`config.mk`:
```
export PLATFORM = sky130hd
export DESIGN_NAME = mem_arbiter
export DESIGN_NICKNAME = d
export VERILOG_FILES = /design/src/rtl/mem_arb_pkg.sv /design/src/rtl/mem_arbiter_rr_picker.sv /design/src/rtl/mem_arbiter.sv
export SDC_FILE = /design/constraint.sdc
export NUM_CORES = 1
export LEC_CHECK = 0
export CAP_MARGIN = 0
export CELL_PAD_IN_SITES_DETAIL_PLACEMENT = 1
export CELL_PAD_IN_SITES_GLOBAL_PLACEMENT = 1
export CORE_UTILIZATION = 28
export DETAILED_ROUTE_END_ITERATION = 7
export GPL_TIMING_DRIVEN = 0
export PLACE_DENSITY = 0.88
export SLEW_MARGIN = 20
export SYNTH_ARGS = -nofsm -noshare
export SYNTH_HDL_FRONTEND = slang
export SYNTH_SLANG_ARGS = --single-unit
```
`constraint.sdc`:
```
create_clock -name clk -period 4 [get_ports clk]
set_input_delay 0.8 -clock clk [delete_from_list [all_inputs] [get_ports clk]]
set_output_delay 0.8 -clock clk [all_outputs]
set_load 0.05 [all_outputs]
```
`src/rtl/mem_arb_pkg.sv`:
```
// Shared types and parameter defaults for the memory arbiter.
package mem_arb_pkg;

  localparam int unsigned DW           = 32;
  localparam int unsigned NREQ_DEF     = 3;
  localparam int unsigned TIMEOUT_DEF  = 16;
  localparam logic [DW-1:0] ERR_DATA_DEF = 32'hDEAD_BEEF;

  typedef enum logic [1:0] {
    IDLE   = 2'd0,
    ACCESS = 2'd1,
    DONE   = 2'd2
  } state_e;

  // Command latched from the winning requester at arbitration time.
  typedef struct packed {
    logic          we;
    logic [DW-1:0] addr;
    logic [DW-1:0] wdata;
  } mem_cmd_t;

endpackage

```
`src/rtl/mem_arbiter_rr_picker.sv`:
```
// Combinational round-robin picker: first set request at or after ptr, wrapping.
module rr_picker #(
  parameter int unsigned NREQ = 3,
  parameter int unsigned IDXW = (NREQ > 1) ? $clog2(NREQ) : 1
) (
  input  logic [NREQ-1:0] req_i,
  input  logic [IDXW-1:0] ptr_i,
  output logic [NREQ-1:0] gnt_c,
  output logic [IDXW-1:0] idx_c,
  output logic            any_c
);

  int unsigned     pos;
  logic [IDXW-1:0] cand;

  always_comb begin
    gnt_c = '0;
    idx_c = '0;
    any_c = 1'b0;
    pos   = 0;
    cand  = '0;
    for (int unsigned i = 0; i < NREQ; i++) begin
      pos  = (32'(ptr_i) + i) % NREQ;
      cand = IDXW'(pos);
      if (!any_c && req_i[cand]) begin
        any_c       = 1'b1;
        idx_c       = cand;
        gnt_c[cand] = 1'b1;
      end
    end
  end

endmodule

```
`src/rtl/mem_arbiter.sv`:
```
// Round-robin arbiter sharing one memory port among NREQ requesters, with timeout.
module mem_arbiter
  import mem_arb_pkg::*;
#(
  parameter int unsigned   NREQ     = NREQ_DEF,
  parameter int unsigned   TIMEOUT  = TIMEOUT_DEF,
  parameter logic [DW-1:0] ERR_DATA = ERR_DATA_DEF
) (
  input  logic                     clk,
  input  logic                     rst,
  input  logic [NREQ-1:0]          req,
  input  logic [NREQ-1:0]          we,
  input  logic [NREQ-1:0][DW-1:0]  Address,
  input  logic [NREQ-1:0][DW-1:0]  DataOut,
  output logic [NREQ-1:0]          gnt,
  output logic [NREQ-1:0]          done,
  output logic                     err,
  output logic [DW-1:0]            DataIn,
  output logic                     MemReq,
  output logic                     MemWe,
  output logic [DW-1:0]            MemAddress,
  output logic [DW-1:0]            MemDataOut,
  input  logic [DW-1:0]            MemDataIn,
  input  logic                     MemReady
);

  localparam int unsigned IDXW = (NREQ > 1) ? $clog2(NREQ) : 1;
  localparam int unsigned CW   = $clog2(TIMEOUT + 1);

  state_e          state_q, state_d;
  logic [IDXW-1:0] ptr_q, ptr_d;
  logic [IDXW-1:0] idx_q, idx_d;
  logic [CW-1:0]   cnt_q, cnt_d;
  mem_cmd_t        cmd_q, cmd_d;
  logic [NREQ-1:0] gnt_q, gnt_d;
  logic [NREQ-1:0] done_q, done_d;
  logic            err_q, err_d;
  logic [DW-1:0]   rdata_q, rdata_d;
  logic            mreq_q, mreq_d;

  logic [NREQ-1:0] pick_gnt;
  logic [IDXW-1:0] pick_idx;
  logic            pick_any;

  rr_picker #(.NREQ(NREQ), .IDXW(IDXW)) u_picker (
    .req_i (req),
    .ptr_i (ptr_q),
    .gnt_c (pick_gnt),
    .idx_c (pick_idx),
    .any_c (pick_any)
  );

  always_ff @(posedge clk) begin
    if (rst) begin
      state_q <= IDLE;
      ptr_q   <= '0;
      idx_q   <= '0;
      cnt_q   <= '0;
      cmd_q   <= '0;
      gnt_q   <= '0;
      done_q  <= '0;
      err_q   <= 1'b0;
      rdata_q <= '0;
      mreq_q  <= 1'b0;
    end else begin
      state_q <= state_d;
      ptr_q   <= ptr_d;
      idx_q   <= idx_d;
      cnt_q   <= cnt_d;
      cmd_q   <= cmd_d;
      gnt_q   <= gnt_d;
      done_q  <= done_d;
      err_q   <= err_d;
      rdata_q <= rdata_d;
      mreq_q  <= mreq_d;
    end
  end

  always_comb begin
    state_d = state_q;
    ptr_d   = ptr_q;
    idx_d   = idx_q;
    cnt_d   = cnt_q;
    cmd_d   = cmd_q;
    gnt_d   = gnt_q;
    done_d  = '0;
    err_d   = err_q;
    rdata_d = rdata_q;
    mreq_d  = mreq_q;
    unique case (state_q)
      IDLE: begin
        if (pick_any) begin
          idx_d       = pick_idx;
          gnt_d       = pick_gnt;
          cmd_d.we    = we[pick_idx];
          cmd_d.addr  = Address[pick_idx];
          cmd_d.wdata = DataOut[pick_idx];
          cnt_d       = '0;
          mreq_d      = 1'b1;
          state_d     = ACCESS;
        end
      end
      ACCESS: begin
        // MemReady wins over a timeout landing in the same cycle.
        if (MemReady || (cnt_q == CW'(TIMEOUT - 1))) begin
          if (MemReady) begin
            rdata_d = cmd_q.we ? '0 : MemDataIn;
            err_d   = 1'b0;
          end else begin
            rdata_d = ERR_DATA;
            err_d   = 1'b1;
          end
          done_d  = gnt_q;
          mreq_d  = 1'b0;
          cmd_d   = '0;
          state_d = DONE;
        end else begin
          cnt_d = cnt_q + CW'(1);
        end
      end
      DONE: begin
        ptr_d   = (idx_q == IDXW'(NREQ - 1)) ? '0 : idx_q + IDXW'(1);
        gnt_d   = '0;
        err_d   = 1'b0;
        rdata_d = '0;
        cnt_d   = '0;
        state_d = IDLE;
      end
      default: state_d = IDLE;
    endcase
  end

  assign gnt        = gnt_q;
  assign done       = done_q;
  assign err        = err_q;
  assign DataIn     = rdata_q;
  assign MemReq     = mreq_q;
  assign MemWe      = cmd_q.we;
  assign MemAddress = cmd_q.addr;
  assign MemDataOut = cmd_q.wdata;

endmodule

```
## Word-level counts from Yosys, hierarchy flattened

Index checks and enable logic that the tools add are counted.

- Bits in registers: 116
- Latch bits: 0
- RAM bits: 0
- ROM bits: 0
- Logic and storage cells: 106
- Memories: 0

- $add $sub $neg: 4
- Multiply operators: 0
- Divide/modulo/power cells: 3
- Magnitude comparators: 7
- Equality and inequality tests: 7
- Shift operators: 0
- Muxes and demuxes: 49
- Bitwise operators: 4
- Reductions and logical operators: 20

Operators by type and width:

| cell | count |
|---|---|
| two-way mux 32 bit | 5 |
| two-way mux 65 bit | 2 |
| one-hot mux 65 bit (2 select lines) | 1 |
| binary-select mux 32 bit (select 2 bit) | 2 |
| modulo 32 x 2 -> 32 bit, second input constant | 2 |
| one-hot mux 32 bit (2 select lines) | 1 |
| modulo 2 x 2 -> 32 bit, second input constant | 1 |
| one-hot mux 5 bit (3 select lines) | 1 |
| two-way mux 1 bit | 14 |
| < comparator 2 x 3 -> 1 bit, second input constant | 4 |
| two-way mux 2 bit | 6 |
| two-way mux 3 bit | 4 |
| two-way mux 5 bit | 2 |
| binary-select mux 1 bit (select 2 bit) | 4 |
| AND reduction 2 bit | 4 |
| demux 1 bit (select 2 bit) | 3 |
| greater-or-equal comparator 2 x 1 -> 1 bit, second input constant | 3 |
| != test 2 bit, second input constant | 3 |
| bitwise OR 3 bit | 2 |
| one-hot mux 3 bit (2 select lines) | 1 |
| AND reduction 3 bit | 2 |
| nonzero test 2 bit | 3 |
| adder 5 x 1 -> 5 bit, second input constant | 1 |
| == test 5 x 4 -> 1 bit, second input constant | 1 |
| 14 further kinds | 22 |

## Depth between registers and ports, before layout

- Depth in word-level cells: 14
- Depth in mapped cells: 11
- Gate-level depth less buffers: 9

## By module

Synthesis repeated with hierarchy kept, for this count alone.

- Cell total of the unflattened synthesis: 661
- Area total of the unflattened synthesis: 5945.7 µm²

Modules (own cells, without submodules):

| module | times used | cells each | area each (µm²) | seq. area each (µm²) |
|---|---|---|---|---|
| mem_arbiter | 1 | 608 | 5597.9 | 2322.2 |
| rr_picker | 1 | 53 | 347.8 | 0.0 |

## Least setup slack after synthesis

No wires, ideal clock.

- Path type: input port to flip-flop
- From: input req[0]
- To: register cmd_q, in the netlist MemAddress[2]
- Setup time: 0.083 ns
- Data arrival time: 2.299 ns
- Data required time: 3.917 ns
- Path slack: 1.618 ns
- Stages on the path: 8
- Path buffers: 2
- Cells stage by stage: mux2_4 > a21o_1 > o41a_1 > a21oi_2 > buf_4 > clkbuf_4 > nand2_1 > o221ai_1

- Word-level cells in the longest chain between the ends: 13
- Elaborated cells on any way between the ends: 22

Ends and longest elaborated chain:

| item | RTL line | text |
|---|---|---|
| start, declared | mem_arbiter.sv:11 | `input logic [NREQ-1:0] req,` |
| binary-select mux 1 bit (select 2 bit) | mem_arbiter_rr_picker.sv:25 | `if (!any_c && req_i[cand]) begin` |
| two-way mux 1 bit (not written as such) | mem_arbiter_rr_picker.sv:25 |  |
| two-way mux 1 bit | mem_arbiter_rr_picker.sv:25 |  |
| logical NOT 1 bit | mem_arbiter_rr_picker.sv:25 |  |
| logical AND 1 bit | mem_arbiter_rr_picker.sv:25 |  |
| two-way mux 1 bit | mem_arbiter_rr_picker.sv:25 |  |
| logical NOT 1 bit | mem_arbiter_rr_picker.sv:25 |  |
| logical AND 1 bit | mem_arbiter_rr_picker.sv:25 |  |
| two-way mux 2 bit | mem_arbiter_rr_picker.sv:25 |  |
| binary-select mux 32 bit (select 2 bit) | mem_arbiter.sv:96 | `cmd_d.addr = Address[pick_idx];` |
| two-way mux 32 bit (not written as such) | mem_arbiter.sv:96 |  |
| two-way mux 65 bit | mem_arbiter.sv:92 | `if (pick_any) begin` |
| one-hot mux 65 bit (2 select lines) | mem_arbiter.sv:90 | `unique case (state_q)` |
| end signal, assigned | mem_arbiter.sv:70 | `cmd_q <= cmd_d;` |
| end, declared | mem_arbiter.sv:34 | `mem_cmd_t cmd_q, cmd_d;` |

Parallel ways exist; a longest one is shown, timed or not. The select of a mux whose other input is x is not followed.
A chain may end at the register's enable or synchronous reset.

## Final worst setup path

- From: input req[2]
- To: register cmd_q, in the netlist MemDataOut[8]

- Word-level cells in the longest chain between the ends: 13
- Elaborated cells on any way between the ends: 22

Ends and longest elaborated chain:

| item | RTL line | text |
|---|---|---|
| binary-select mux 1 bit (select 2 bit) | mem_arbiter_rr_picker.sv:25 |  |
| two-way mux 1 bit (not written as such) | mem_arbiter_rr_picker.sv:25 |  |
| two-way mux 1 bit | mem_arbiter_rr_picker.sv:25 |  |
| logical NOT 1 bit | mem_arbiter_rr_picker.sv:25 |  |
| logical AND 1 bit | mem_arbiter_rr_picker.sv:25 |  |
| two-way mux 1 bit | mem_arbiter_rr_picker.sv:25 |  |
| logical NOT 1 bit | mem_arbiter_rr_picker.sv:25 |  |
| logical AND 1 bit | mem_arbiter_rr_picker.sv:25 |  |
| two-way mux 2 bit | mem_arbiter_rr_picker.sv:25 |  |
| binary-select mux 32 bit (select 2 bit) | mem_arbiter.sv:97 | `cmd_d.wdata = DataOut[pick_idx];` |
| two-way mux 32 bit (not written as such) | mem_arbiter.sv:97 |  |
| two-way mux 65 bit | mem_arbiter.sv:92 |  |
| one-hot mux 65 bit (2 select lines) | mem_arbiter.sv:90 |  |

Parallel ways exist; a longest one is shown, timed or not. The select of a mux whose other input is x is not followed.

==> reports/results.ini <==
[run_status]
status = finished clean

[floorplan]
design.core.area_sq_um = 18890
rows = 50
die_h_um = 141.6
die_width_um = 141.6
ios = 338
die_area_sq_um = 20040
start_util_pct = 28.87

[synthesis]
ys_warn_count = 0
ys_async_sr_fraction_pct = 0
synth_edf_count = 0
synthCells = 565
yosys.cell_types.count = 50
synth_nets = 804
yosys_register_bits = 116
syn_avg_cell_area_sq_um = 9.653
synth.largest_area_cell = dfxtp_1
yosysTopAreaCellShare_pct = 42.58
seq_area_frac_synth_pct = 42.58
synth_ff_type = dfxtp_1
syn_area_sq_um = 5454
synth_area_leaders = dfxtp_1, mux2i_1, o221ai_1, o221ai_2, inv_1

[route]
viasPerCell = 4.870
drt.antenna.violating_nets = 0
dr.pass1.iters = 4
wirelength_met1_um = 8969
drt_iter0_drc = 168
wl_per_cell_um = 19.79
wl_met3_um = 1761
vias = 5810
highest_layer = met4
wl_met2_um = 12210
wirelength_um = 23610
drcViolationCount = 0

[clock_tree]
cts_setup_buffers = 0
cts_resized = 0
htreeDepth = 4
cts_buffers = 17
ctsHoldBuffers = 0
clock_latency_ns = 0.42
clock-root-buffer = clkbuf_16
clkTransAtPathRegs_ns = 0.06
cts.sinks = 116
clock_path_buffers = 2
cts_tree = built

[critical_path]
endpoint_kind = flop
worstSetupStartpointType = primary input
cpMaxStageDelayCell = clkdlybuf4s50_1
setup.worst_path.class = in2reg
path_cells = clkdlybuf4s50_1 -> mux2_2 -> o41ai_1 -> a22o_1 -> a211o_1 -> clkbuf_1 -> o221ai_1
cp_max_fo = 10
crit_buf_inv = 2
crit_path_max_incr_delay_ns = 0.58
arrival_ns = 3.35
cp_top_family = buffers and inverters
cp.required_ns = 4.26

[pwr]
power.switching_mw = 1.505
power.share.sequential_pct = 32.6
swShare_pct = 35.77
leakage_nw = 3.858
p_clk_share_pct = 34.1
internal_power_mw = 2.701
power_density_nw_per_um2 = 433.5
power.total_mw = 4.206
max-vdd-ir-drop_mv = 0.2839
p_comb_share_pct = 33.3

[global_route]
antenna_found_initial = 0
grt_max_degree = 17
grtUsageTotal_pct = 22.97
grt_pass1_vias = 6266
overflow = 0
grt_first_pass_wirelength_um = 34910

[placement]
place_inst = 1161
post-dp-hpwl_um = 18250
portBuffers = 336
place_congestion = 0.8419

[layout]
final_cells = 1193
layout_common_cells = clkdlybuf4s50_1, dfxtp_1, inv_1, nand2_1, mux2i_1
layout_commonest_cell = clkdlybuf4s50_1
area_delta_synth_final_pct = 77.88
fillers = 2153
antenna_cells = 0
final_nets = 1159
drive_above_1_share_pct = 9.003

[timing]
relSlewSlack_pct = 47.11
max_freq_ghz = 0.3233
fin_skew_ns = 0.008494
finalCritPeriodShare_pct = 77.33
setup_viol_count_final = 0
holdWs_ns = 0.4667
maxSlewViolCount = 0
rsz0062_at_grt = no
min_period_ns = 3.093
fin_setup_tns_ns = 0
worst_slew_pin_slew_ns = 0.7913
timing_hold_violations_final = 0

[flow_run]
cap_viol_max_count = 0

[hold_path]
min_path_type = reg2reg

[state kept, by name, summed over array words and instances, names as in the netlist]
register,cells
MemWe,1
state_q,2
cnt_q,5
ptr_q,2
DataIn,32
MemAddress,32
done,3
MemReq,1
idx_q,2
gnt,3
MemDataOut,32
err,1
[area by class of cell]
cell class                      count  area, sq um  area share (%)
Multi-Input combinational cell    332         2626           27.07
Clock inverter                     13        100.1           1.032
Timing Repair Buffer              336         3363           34.67
Sequential cell                   116         2322           23.94
Clock buffer                       19        452.9           4.669
Buffer                             40        222.7           2.296
Tap cell                          260        325.3           3.353
Inverter                           77        289.0           2.979
[power groups by stage]
stage / logic (mW) / registers (mW) / clock network, mW
after global placement: 1.38 / 1.39 / 0
after global routing: 1.46 / 1.39 / 1.51
after floorplan: 0.354 / 1.81 / 0
after detailed placement: 1.40 / 1.39 / 0
final: 1.40 / 1.37 / 1.43
after CTS: 1.41 / 1.37 / 1.45
[routing by layer]
layer	track usage (%)	vias to the layer above
li1	-	2762
met1	23.61	2760
met2	43.56	247
met3	6.210	41
met4	9.564	0
met5	0	-
[logic make-up (layout without fill, tap and decap cells)]
family | after synthesis | count (layout) | synth area share, %
AO/OA/AOI/OAI | 136 | 136 | 23.90
buffers and inverters | 117 | 485 | 9.383
XOR/XNOR | 2 | 2 | 0.3212
multiplexers | 71 | 71 | 13.15
AND/OR/NAND/NOR | 117 | 117 | 9.292
adder cells (fa/ha/maj) | 6 | 6 | 1.376
flip-flops | 116 | 116 | 42.58
[synthesized netlist by cell type (all sizes together), types with 4 or more instances]
cell / count
a22o: 9
a21oi: 9
or3: 4
dfxtp: 116
o21ai: 8
nor3: 4
inv: 77
ha: 6
nand2: 72
buf: 24
a221o: 24
nor2: 21
mux2i: 69
clkbuf: 16
o221ai: 66
[path summary, 6_finish.rpt]
| kind | from | to | slack (ns) | cells after the start |
|---|---|---|---|---|
| setup / recovery | req[2] | MemDataOut[8] | 0.91 | 7 |
| hold reg to reg | err | err | 0.47 | 1 |
| setup reg to reg | ptr_q[0] | MemDataOut[23] | 1.03 | 11 |
| hold / removal | err | err | 0.47 | 1 |
[metrics by stage]
stage / instance area (sq um) / utilization, % / worst slack, ns
final: 9702 / 51.35 / 0.9068
after global routing: 9702 / 51.35 / 0.8286
after CTS: 9702 / 51.35 / 0.9165
after detailed placement: 9149 / 48.42 / 0.6013
after global placement: 9143 / 48.39 / 0.6202
after floorplan: 5454 / - / 1.618
(Power assumes the default switching activity.)
